**config.mk**
```make
export PLATFORM = sky130hd
export DESIGN_NAME = div_arbiter
export DESIGN_NICKNAME = d
export VERILOG_FILES = /design/src/rtl/div_arbiter.sv
export SDC_FILE = /design/constraint.sdc
export NUM_CORES = 1
export LEC_CHECK = 0
export ABC_AREA = 1
export BUFFER_PORTS_ARGS = -buffer_cell sky130_fd_sc_hd__buf_2
export CELL_PAD_IN_SITES_DETAIL_PLACEMENT = 1
export CELL_PAD_IN_SITES_GLOBAL_PLACEMENT = 2
export CORE_ASPECT_RATIO = 0.8
export CORE_UTILIZATION = 24
export CTS_CLUSTER_SIZE = 30
export DETAILED_ROUTE_END_ITERATION = 10
export PLACE_DENSITY = 0.8
export REMOVE_ABC_BUFFERS = 1
export SLEW_MARGIN = 30
export SYNTH_ARGS = -nofsm -noshare
export SYNTH_HDL_FRONTEND = slang
export SYNTH_SLANG_ARGS = --single-unit
```
**constraint.sdc**
```tcl
create_clock -name clk -period 1.64 [get_ports clk]
set_input_delay 0.164 -clock clk [delete_from_list [all_inputs] [get_ports clk]]
set_output_delay 0.164 -clock clk [all_outputs]
set_load 0.02 [all_outputs]
```
**src/rtl/div_arbiter.sv**
```systemverilog
// Round-robin arbiter that shares one sequential divider core between NREQ
// requesters. One operation is in flight at a time. Zero divisors are answered
// locally without starting the core, and a watchdog aborts an operation whose
// core never reports done.
module div_arbiter #(
  parameter int NREQ    = 2,
  parameter int W       = 8,
  parameter int TIMEOUT = 255
) (
  input  logic              clk,
  input  logic              reset,
  input  logic [NREQ-1:0]   req_valid,
  input  logic [NREQ*W-1:0] req_a,
  input  logic [NREQ*W-1:0] req_b,
  output logic [NREQ-1:0]   req_ready,
  output logic [NREQ-1:0]   rsp_valid,
  output logic [W-1:0]      rsp_q,
  output logic [W-1:0]      rsp_r,
  output logic              rsp_dz,
  output logic              rsp_to,
  output logic              div_start,
  output logic [W-1:0]      div_a,
  output logic [W-1:0]      div_b,
  input  logic [W-1:0]      div_q,
  input  logic [W-1:0]      div_r,
  input  logic              div_done,
  input  logic              div_busy,
  output logic              arb_busy
);

  localparam int PW = (NREQ > 1) ? $clog2(NREQ) : 1;

  typedef enum logic [1:0] {IDLE, ISSUE, WAIT, RESP} state_t;

  state_t           state;
  logic [PW-1:0]    rr_ptr;
  logic [NREQ-1:0]  owner_oh;
  logic [7:0]       wait_cnt;

  logic             grant_found;
  logic [PW-1:0]    grant_idx;
  logic [NREQ-1:0]  grant_oh;

  // Index base+offs, wrapped into 0..NREQ-1 (offs is always below NREQ).
  function automatic logic [PW-1:0] rr_index(input logic [PW-1:0] base, input int offs);
    int s;
    s = int'(base) + offs;
    if (s >= NREQ) s = s - NREQ;
    return PW'(s);
  endfunction

  // Pick the first valid requester at or after rr_ptr; scanning from the far
  // end lets the nearest hit win.
  always_comb begin
    // NOTE: every always_comb output gets a default first so no latch is inferred.
    grant_found = 1'b0;
    grant_idx   = rr_ptr;
    for (int i = NREQ - 1; i >= 0; i--) begin
      if (req_valid[rr_index(rr_ptr, i)]) begin
        grant_found = 1'b1;
        grant_idx   = rr_index(rr_ptr, i);
      end
    end
    grant_oh = NREQ'(1) << grant_idx;
  end

  // Arbitration FSM with registered outputs; pulse outputs default low each cycle.
  always_ff @(posedge clk or posedge reset) begin
    if (reset) begin
      state     <= IDLE;
      rr_ptr    <= '0;
      owner_oh  <= '0;
      wait_cnt  <= '0;
      req_ready <= '0;
      rsp_valid <= '0;
      rsp_q     <= '0;
      rsp_r     <= '0;
      rsp_dz    <= 1'b0;
      rsp_to    <= 1'b0;
      div_start <= 1'b0;
      div_a     <= '0;
      div_b     <= '0;
      arb_busy  <= 1'b0;
    end else begin
      // NOTE: sequential state uses non-blocking assignments so every branch
      // below sees the values from before this edge.
      req_ready <= '0;
      rsp_valid <= '0;
      div_start <= 1'b0;
      case (state)
        IDLE: begin
          if (grant_found) begin
            req_ready <= grant_oh;
            div_a     <= req_a[grant_idx*W +: W];
            div_b     <= req_b[grant_idx*W +: W];
            owner_oh  <= grant_oh;
            rr_ptr    <= rr_index(grant_idx, 1);
            arb_busy  <= 1'b1;
            state     <= ISSUE;
          end
        end
        ISSUE: begin
          // A zero divisor is answered here; the core never sees a start.
          if (div_b == '0) begin
            rsp_valid <= owner_oh;
            rsp_q     <= '1;
            rsp_r     <= div_a;
            rsp_dz    <= 1'b1;
            rsp_to    <= 1'b0;
            state     <= RESP;
          end else if (!div_busy) begin
            div_start <= 1'b1;
            wait_cnt  <= 8'd1;
            state     <= WAIT;
          end
        end
        WAIT: begin
          if (div_done) begin
            rsp_valid <= owner_oh;
            rsp_q     <= div_q;
            rsp_r     <= div_r;
            rsp_dz    <= 1'b0;
            rsp_to    <= 1'b0;
            state     <= RESP;
          end else if (wait_cnt == 8'(TIMEOUT)) begin
            rsp_valid <= owner_oh;
            rsp_q     <= '0;
            rsp_r     <= '0;
            rsp_dz    <= 1'b0;
            rsp_to    <= 1'b1;
            state     <= RESP;
          end else begin
            wait_cnt <= wait_cnt + 8'd1;
          end
        end
        RESP: begin
          // rsp_valid is high during this cycle; rsp_* keep their values afterwards.
          arb_busy <= 1'b0;
          state    <= IDLE;
        end
        default: begin
          arb_busy <= 1'b0;
          state    <= IDLE;
        end
      endcase
    end
  end

endmodule

```
==> impl_results.md, run 1 <==
* TritonCTS buffer count at 5
* Detailed-route via count at approximately 2,500
* Clock-pin slew on the worst setup and hold paths at roughly 0.07 ns
* Non-filler cells in the finished layout at 594
* Synth Instances at 344
* Largest net degree at the start of global routing at 53
* Netlist cell types at 30
* Highest Clock Rate at 655.7 MHz
* Vias in the first global route at 2,682
* Most common cell after layout, fill and taps aside: nand2_1
* Cell repeated most along the worst path: nand3_1
* WL final at 7.940 mm
* P_leak at 1.929 nW
* Placed Area at 3364 um2
* Synthesized flop and latch total at 52
* Worst R2R Path Depth at 7
* Hold_sp: div_busy
* Cell family with most CP delay: simple AND/OR/NAND/NOR gates
* Layout Nets at 513
* Fin. max-slew vios at 0
* Total iterations of the first detailed-routing run at 4
* Clock skew at around 0.0015 ns
* Final setup vio count at 0
* Hold EP: div_start$_DFF_PP0_
* Die footprint at 11,390 um2
* Core area at 10,450 um2
* Final Hold Vio Count at 0
* I/O pin cnt at between 90 and 100
* Tightest Hold Check Type: in -> reg
* Area grow syn2layout at 37.18%
* Chip height at between 90 and 100 um
* Worst rel slew slack at 77.94%
* Most frequent cells in the layout: nand2_1 (159), buf_2 (93), dfrtp_1 (51)
* GRT Overall Usage at 15.00%
* Max cap viols at 0
* WP buf/inv at 0
* CP max-delay cell: dfrtp_1
* Diodes inserted at 0
* Worst-path cell chain: ha_1, nand2_2, nor3_1, nand3_1, nand3_1, nand2_1, nor2_1
* Initial antenna violation count at 0
* Met1 WL at 3.664 mm
* Final period util at 93.00%
* RSZ-0062 raised after global routing: no
* Period minus WS final at 1.525 ns
* Crit end category: register
* Avg WL per Cell at 13.37 um
* Crit path DAT at ~1.8 ns
* Antenna-violating nets left at 0
* Power Dens Cells at about 1900 nW/um2
* Seq/Total Area, Yosys at 49.45%
* Ratio of cells with drive above 1 in the final layout at 31.72%
* HPWL after DPL at ~6.1 mm
* Initial DRC count at 86
* Startpoint types: register
* Synth Area per Inst at 7.649 um2
* DRC at 0
* FILL cells at roughly 1,300
* R2r setup slk at 0.11 ns
* Highest metal used: met4
* DR vias/cell at 4.291
* Congestion Overflow GR at 0
* Starting Density at 25.19%
* Critical path fanouts, max at 4
* Row count at 33
* Post-layout util at between 30% and 40%
* Status: finished clean
* WP data required at 1.86 ns
* GPL Wtd Cong at 0.7415
* Depth of the worst hold-timing path at 2
* H-tree depth at 2
* Worst-margin pin slew at about 0.33 ns
* Port bufs at 93
* Final Cell Area at 3610 um2
* Critical Path Max Stage Delay at 0.41 ns
* Worst-Skew Late Latency at 0.29 ns
* CTS sink count at 52
* Die W at 119.1 um
* Number of placed instances, taps included at 584
* Clock buffer depth at 2
* R2r endpoint: rsp_valid[1]$_DFF_PP0_
* VDD IR max at 0.0006106 V
* Clock root buffer: clkbuf_16
* CTS tree: yes
* Met3 WL at 578 um
* First-pass GRT wire length at roughly 14 mm
* Syn. warnings at 0
* Mapped cell area at approximately 2600 um2
* CP Class: reg -> reg
* Worst R2R Start: wait_cnt[0]$_DFFE_PP0P_
* WL met2 at 3.625 mm
-- state kept, by name, indices dropped and copies added (netlist names), 2 cells and up --
name	count
div_a	8
rsp_q	8
state	2
div_b	8
rsp_valid	2
wait_cnt	8
owner_oh	2
rsp_r	8
req_ready	2
-- layout make-up --
| type | count | area (um2) | area share (%) |
|---|---|---|---|
| clock buffer | 7 | 142.6 | 3.951 |
| clock inverter | 1 | 7.507 | 0.2080 |
| inverter | 20 | 77.57 | 2.149 |
| multi-input combinational | 262 | 1261 | 34.94 |
| sequential | 52 | 1303 | 36.08 |
| tap | 140 | 175.2 | 4.853 |
| timing repair buffer | 112 | 643.1 | 17.82 |
-- what timing repair did --
action,in CTS,in global routing
hold buffers,1,0
endpoints found under the hold margin,52,0
endpoints found under the setup margin,12,47
gates resized for setup,2,17
setup buffers,0,1
-- logic make-up (layout without fill, tap and decap cells) --
group                    after synthesis  count (layout)  share of synthesized area, %
AND/OR/NAND/NOR                      244             244                         39.04
buffers and inverters                 30             140                         5.135
flip-flops                            52              52                         49.45
AO/OA/AOI/OAI                         10              10                         2.758
XOR/XNOR                               1               1                        0.3329
adder cells (fa/ha/maj)                7               7                         3.281
-- routing by layer --
layer  vias up  track usage, %
met5         -               0
met1      1173           19.29
met3         8           4.366
met2        69           24.90
met4         0           3.481
li1       1299               -
-- Yosys cell counts, drive strengths merged --
cell type,number,area [um2]
nand2,163,621.9
dfrtp,52,1301
nand3,50,255.3
nor2,21,88.84
inv,19,71.32
buf,7,48.79
ha,6,75.07
o21ai,4,31.28
or2,4,25.02
a21oi,3,18.77
clkbuf,3,11.26
nor3,3,15.01
o21bai,3,22.52
clkinv,1,3.750
maj3,1,11.26
nand3b,1,7.510
nand4,1,6.260
nor3b,1,7.510
xnor2,1,8.760
-- through the flow --
stage          hold WS [ns]  setup WS, ns  setup TNS (ns)  power [mW]
5_1_grt             0.04590      0.003526               0       7.526
3_3_place_gp         0.2436       0.05677               0       5.644
4_1_cts             0.03353       0.01174               0       6.830
2_1_floorplan        0.2343       -0.4567          -9.330       4.260
3_5_place_dp         0.2403      -0.01299        -0.05042       5.713
6_report            0.03896        0.1149               0       6.881
-- worst reg2reg max path, cell delays in order (launching register included) --
cell,delay [ns]
dfrtp_1,0.41
ha_1,0.21
nand2_2,0.10
nor3_1,0.31
nand3_1,0.12
nand3_1,0.09
nand2_1,0.11
nor2_1,0.11
-- power by group --
group	leakage (nW)	switching, mW	total (mW)	internal [mW]
sequential	0.658	0.359	2.16	1.81
combinational	1.20	2.27	3.63	1.36
clock	0.0701	0.477	1.09	0.609
-- worst max path at each step --
stage / cells past startpoint / startpoint / slack, ns / to
after floorplan: 7 / state[0]$_DFFE_PP0P_ / -0.46 / rsp_q[0]$_DFFE_PP0P_
after global placement: 8 / state[1]$_DFFE_PP0P_ / 0.06 / owner_oh[0]$_DFFE_PP0P_
after detailed placement: 10 / state[1]$_DFFE_PP0P_ / -0.01 / wait_cnt[3]$_DFFE_PP0P_
after CTS: 8 / state[1]$_DFFE_PP0P_ / 0.01 / owner_oh[0]$_DFFE_PP0P_
after global routing: 8 / div_b[3]$_DFFE_PP0P_ / 0.004 / rsp_r[7]$_DFFE_PP0P_
final: 7 / wait_cnt[0]$_DFFE_PP0P_ / 0.11 / rsp_valid[1]$_DFF_PP0_
Power figures use the tool's default switching activity.
==> inputs of run 2 (changes only) <==
--- a/config.mk
+++ b/config.mk
@@ -8,9 +8,9 @@
 export ABC_AREA = 1
 export BUFFER_PORTS_ARGS = -buffer_cell sky130_fd_sc_hd__buf_2
 export CELL_PAD_IN_SITES_DETAIL_PLACEMENT = 1
-export CELL_PAD_IN_SITES_GLOBAL_PLACEMENT = 2
+export CELL_PAD_IN_SITES_GLOBAL_PLACEMENT = 1
 export CORE_ASPECT_RATIO = 0.8
-export CORE_UTILIZATION = 24
+export CORE_UTILIZATION = 31
 export CTS_CLUSTER_SIZE = 30
 export DETAILED_ROUTE_END_ITERATION = 10
 export PLACE_DENSITY = 0.8
==> run 2 against run 1 <==
Compared with the run above:
- register-to-register slack lost 0.07 ns
- fmax shrank 4.6%
- cell count shrank 6.1%
- worst setup slack lost 0.073 ns
- cell area shrank 4.7%
- flip-flop and latch count is the same
- power shrank 5.7%
- critical path depth grew 2
- sequential power is essentially flat
- clock power shrank 29%
- sequential share of layout area grew 1.7 points
==> impl_results.md, run 2 (synthesis results as in run 1) <==
* Antenna-violating nets left at 0
* Worst setup margin at between 0.04 and 0.05 ns
* Worst-Skew Late Latency at 0.31 ns
* WP data required at 1.85 ns
* Area occupied by multi-input gates at ~1200 um2
* Area grow syn2layout at 30.77%
* CP Class: reg -> reg
* Period minus WS final at 1.598 ns
* Number of placed instances, taps included at approximately 550
* Most common cell after layout, fill and taps aside: nand2_1
* Starting Density at 32.52%
* Worst R2R Path Depth at 9
* Critical path fanouts, max at 14
* Non-filler cells in the finished layout at 558
* Largest net degree at the start of global routing at 29
* I/O pin cnt at 94
* Port bufs at 93
* FF+latch area at 1301 um2
* Fin. max-slew vios at 0
* FILL cells at 1,044
* Vias in the first global route at 2,786
* WHS at 0.03425 ns
* GRT Overall Usage at a little under a fifth
* GPL Wtd Cong at ~0.76
* Layout Nets at 509
* WL final at 7.841 mm
* Chip height at 84.41 um
* Max cap viols at 0
* CTS tree: yes
* Die W at 105.0 um
* Startpoint types: register
* Ratio of cells with drive above 1 in the final layout at 30.00%
* Row count at 29
* Clock root buffer: clkbuf_8
* Tightest Hold Check Type: in -> reg
* Depth of the worst hold-timing path at 2
* Clock buffer depth at 2
* Diodes inserted at 0
* Initial DRC count at 75
* Setup WS pre-CTS at -0.01838 ns
* Worst-margin pin slew at 0.5685 ns
* Congestion Overflow GR at 0
* Core area at 8092 um2
* Most frequent cells in the layout: nand2_1 (160), buf_2 (93), dfrtp_1 (52)
* Die footprint at around 8900 um2
* First-pass GRT wire length at between 10 and 15 mm
* Setup TNS at 0 ns
* CTS sink count at 52
* Highest Clock Rate at 625.8 MHz
* H-tree depth at 2
* Crit path DAT at 1.80 ns
* TritonCTS buffer count at 5
* P_leak at 1.878 nW
* Status: finished clean
* Final setup vio count at 0
* Total iterations of the first detailed-routing run at 4
* Clock skew at between 0.003 and 0.004 ns
* Initial antenna violation count at 0
* Final period util at between 90% and 100%
* Power Dens Cells at 1885 nW/um2
* VDD IR max at around 0.00071 V
* DR vias/cell at about 4.7
* Detailed-route via count at between 2,000 and 3,000
* RSZ-0062 raised after global routing: yes
* Crit end category: register
* DRC at 0
* Clock-pin slew on the worst setup and hold paths at 0.09 ns
* Avg WL per Cell at 14.05 um
* HPWL after DPL at 6.069 mm
* Worst rel slew slack at 62.05%
* Final Hold Vio Count at 0
* Post-layout util at 42.52%
==> run 2: cell types whose count changed in the layout (fill, tap and decap cells not counted), sizes merged <==
cell | before | now
buf | 111 | 107
==> run 2: worst paths after layout <==
| path | from | endpoint | slack [ns] |
|---|---|---|---|
| max | state[0]$_DFFE_PP0P_ | wait_cnt[3]$_DFFE_PP0P_ | 0.04 |
| min | div_busy | div_start$_DFF_PP0_ | 0.03 |
| max reg2reg | state[0]$_DFFE_PP0P_ | wait_cnt[3]$_DFFE_PP0P_ | 0.04 |
| min reg2reg | rsp_q[3]$_DFFE_PP0P_ | rsp_q[3]$_DFFE_PP0P_ | 0.48 |
| max in group asynchronous | reset | state[0]$_DFFE_PP0P_ | 0.63 |
| min in group asynchronous | reset | rsp_q[5]$_DFFE_PP0P_ | 0.45 |
==> run 2: repair_timing <==
| action | 4_1_cts | 5_1_grt |
|---|---|---|
| resized for setup | 2 | 3 |
| setup endpoints to repair | 13 | 47 |
| hold buffers | 1 | 0 |
| hold endpoints to repair | 24 | 0 |
| buffers inserted | 0 | 1 |
==> run 2: metrics by stage <==
step                power (mW)  instance area (um2)
CTS                      6.531                 3428
global placement         5.562                 3319
floorplan                4.260                 2571
detailed placement       5.719                 3319
finish                   6.486                 3441
global route             7.031                 3441
==> run 2: worst max-delay path, stage by stage, from the launching register on <==
cell and delay [ns]:
dfrtp_1 0.41, inv_1 0.14, ha_2 0.26, buf_12 0.15, nand3_1 0.11, nand3_1 0.10
nor2_1 0.04, buf_4 0.16, nand2_1 0.06, nand2_1 0.05
==> run 2: cell type report <==
type,count,area share (%)
timing repair buffer,108,18.33
multi-input combinational,262,35.02
sequential,52,37.82
clock buffer,7,2.509
clock inverter,1,0.2182
inverter,20,2.182
tap,108,3.927
==> run 2: power by group <==
part           internal (mW)  switching, mW
clock network          0.344          0.435
logic                   1.29           2.25
registers               1.80          0.367
total                   3.44           3.05
==> run 2: layer usage <==
| metal | GRT usage [%] | routed length [um] | vias to the layer above |
|---|---|---|---|
| met3 | 4.736 | 449 | 7 |
| met4 | 4.994 | 78 | 0 |
| met5 | 0 | 0 | - |
| met1 | 24.03 | 3581 | 1261 |
| met2 | 32.51 | 3731 | 75 |
| li1 | - | - | 1289 |
==> inputs of run 3 (changes only) <==
--- a/config.mk
+++ b/config.mk
@@ -10,10 +10,11 @@
 export CELL_PAD_IN_SITES_DETAIL_PLACEMENT = 1
 export CELL_PAD_IN_SITES_GLOBAL_PLACEMENT = 1
 export CORE_ASPECT_RATIO = 0.8
-export CORE_UTILIZATION = 31
+export CORE_UTILIZATION = 35
+export CTS_CLUSTER_DIAMETER = 40
 export CTS_CLUSTER_SIZE = 30
 export DETAILED_ROUTE_END_ITERATION = 10
-export PLACE_DENSITY = 0.8
+export PLACE_DENSITY = 0.85
 export REMOVE_ABC_BUFFERS = 1
 export SLEW_MARGIN = 30
 export SYNTH_ARGS = -nofsm -noshare
==> constraint.sdc (replaced) <==
create_clock -name clk -period 1.6 [get_ports clk]
set_input_delay 0.16 -clock clk [delete_from_list [all_inputs] [get_ports clk]]
set_output_delay 0.16 -clock clk [all_outputs]
set_load 0.02 [all_outputs]
==> run 3 against run 2 <==
Compared with the run above:
- critical path depth decreased by 2
- clock power increased by 17%
- power increased by 8.8%
- clock-buffer cell count decreased by 1
- non-clock buffer count increased by 9
- critical path type unchanged
- die area decreased by 11%
- wire length increased by 1.4%
- clock skew increased by 0.0023 ns
- largest cell class unchanged
- fmax increased by 3.6%
- highest routed layer unchanged
- utilization increased by 7.8 points
==> impl_results.md, run 3 (synthesis results as in run 1) <==
* CTS tree: yes
* FILL cells at 900
* VDD IR max at 0.0006447 V
* Core area at slightly above 7000 um2
* Tot Pwr at 7.054 mW
* Antenna-violating nets left at 0
* Final setup vio count at 0
* Switching part of the total at about 46%
* Worst-Skew Late Latency at 0.31 ns
* Vias in the first global route at 2,841
* Most frequent cells in the layout: nand2_1 (157), buf_2 (93), dfrtp_1 (51)
* Period minus WS final at around 1.5 ns
* Initial DRC count at 71
* Worst-margin pin slew at 0.3146 ns
* HPWL after DPL at between 6 and 7 mm
* Startpoint types: register
* Critical Path Max Stage Delay at 0.43 ns
* Layout Nets at 518
* Setup WS pre-CTS at -0.1639 ns
* Share of power burned in registers at between 30% and 40%
* Final Hold Vio Count at 0
* Die footprint at 7871 um2
* Clock root buffer: clkbuf_8
* Worst setup margin at 0.05739 ns
* CP Class: reg -> reg
* Clock skew at 0.005654 ns
* WL final at 7.947 mm
* CTS sink count at 52
* Combinational share of power at 55.9%
* Starting Density at 37.27%
* GRT Overall Usage at 21.26%
* Avg WL per Cell at 14.55 um
* P_leak at 1.942 nW
* RSZ-0062 raised after global routing: yes
* Worst-path cell chain: inv_2, ha_4, inv_6, o21ai_4, nand2_8, nand2_1, nand2_1
* Number of placed instances, taps included at 534
* GPL Wtd Cong at 0.7924
* Crit end category: register
* Sw power at roughly 3.2 mW
* Congestion Overflow GR at 0
* Post-layout util at 50.29%
* I/O pin cnt at 94
* Worst rel slew slack at between 70% and 80%
* Ratio of cells with drive above 1 in the final layout at 33.33%
* Area grow syn2layout at 34.95%
* First-pass GRT wire length at 13.25 mm
* Die W at just under 100 um
* WHS at between 0.02 and 0.025 ns
* Int Power at 3.815 mW
* Max cap viols at 0
* Non-filler cells in the finished layout at between 500 and 600
* CP max-delay cell: dfrtp_1
* H-tree depth at 2
* Fin. max-slew vios at 0
* Clock-pin slew on the worst setup and hold paths at ~0.09 ns
* Final period util at 96.41%
* Total iterations of the first detailed-routing run at 4
* DR vias/cell at 4.877
* Port bufs at 93
* Clock power share at about an eighth
* Largest net degree at the start of global routing at 53
* Status: finished clean
* Chip height at 79.55 um
* Diodes inserted at 0
* WP data required at 1.81 ns
* Highest Clock Rate at 648.3 MHz
* DRC at 0
* Power Dens Cells at 1986 nW/um2
* TritonCTS buffer count at 5
* Tightest Hold Check Type: in -> reg
* Clock buffer depth at 2
* Most common cell after layout, fill and taps aside: nand2_1
* Cell repeated most along the worst path: nand2_1
* Initial antenna violation count at 0
* Row count at 27
* Critical path fanouts, max at 18
* Crit path DAT at 1.75 ns
* Detailed-route via count at around 2,700
-- run 3: per-layer routing --
| metal | global-route usage, % | wire length (um) | vias up |
|---|---|---|---|
| met5 | 0 | 0 | - |
| met4 | 4.179 | 60 | 0 |
| met3 | 4.904 | 410 | 7 |
| met2 | 37.83 | 3980 | 72 |
| met1 | 26.51 | 3496 | 1274 |
| li1 | - | - | 1310 |
-- run 3: path summary, 6_finish.rpt --
path | start | cells after the start | slack (ns) | end
max | state[0]$_DFFE_PP0P_ | 7 | 0.06 | rsp_r[1]$_DFFE_PP0P_
max reg2reg | state[0]$_DFFE_PP0P_ | 7 | 0.06 | rsp_r[1]$_DFFE_PP0P_
min in group asynchronous | reset | 4 | 0.43 | wait_cnt[7]$_DFFE_PP0P_
min | div_busy | 2 | 0.02 | div_start$_DFF_PP0_
max in group asynchronous | reset | 4 | 0.91 | state[1]$_DFFE_PP0P_
min reg2reg | rsp_q[4]$_DFFE_PP0P_ | 2 | 0.48 | rsp_q[4]$_DFFE_PP0P_
-- run 3: repair_timing --
| action | in CTS | in global routing |
|---|---|---|
| pin swaps | 0 | 4 |
| setup buffers | 0 | 3 |
| hold buffers | 1 | 0 |
| endpoints found under the setup margin | 28 | 47 |
| gates resized for setup | 5 | 20 |
| hold endpoints to repair | 52 | 0 |
-- run 3: layout make-up --
class                           count  area (um2)  area share (%)
Inverter                           20       80.08           2.255
Clock inverter                      2       35.03          0.9866
Tap cell                           87       108.9           3.066
Timing Repair Buffer              117       680.7           19.17
Clock buffer                        6       72.57           2.044
Sequential cell                    52        1303           36.68
Multi-Input combinational cell    262        1271           35.80
-- run 3: stage by stage --
| stage | TNS, ns | cell area, um2 |
|---|---|---|
| finish | 0 | 3551 |
| global placement | -0.2605 | 3321 |
| detailed placement | -3.443 | 3321 |
| floorplan | -10.45 | 2571 |
| CTS | 0 | 3455 |
| global route | -0.4754 | 3551 |
-- run 3: power by group through the flow --
stage / Clock (mW) / Combinational, mW / Sequential [mW]
after global placement: 0 / 3.52 / 2.22
after floorplan: 0 / 1.67 / 2.70
after CTS: 0.928 / 3.76 / 2.22
after detailed placement: 0 / 3.71 / 2.23
after global routing: 0.981 / 4.39 / 2.27
final: 0.908 / 3.94 / 2.20
-- run 3: critical path, delay by kind of cell (launching register included) --
family / cells / cell delay [ns]
flops: 1 / 0.43
simple gates: 3 / 0.28
compound gates: 1 / 0.26
buf+inv: 2 / 0.23
fa+ha+maj: 1 / 0.22
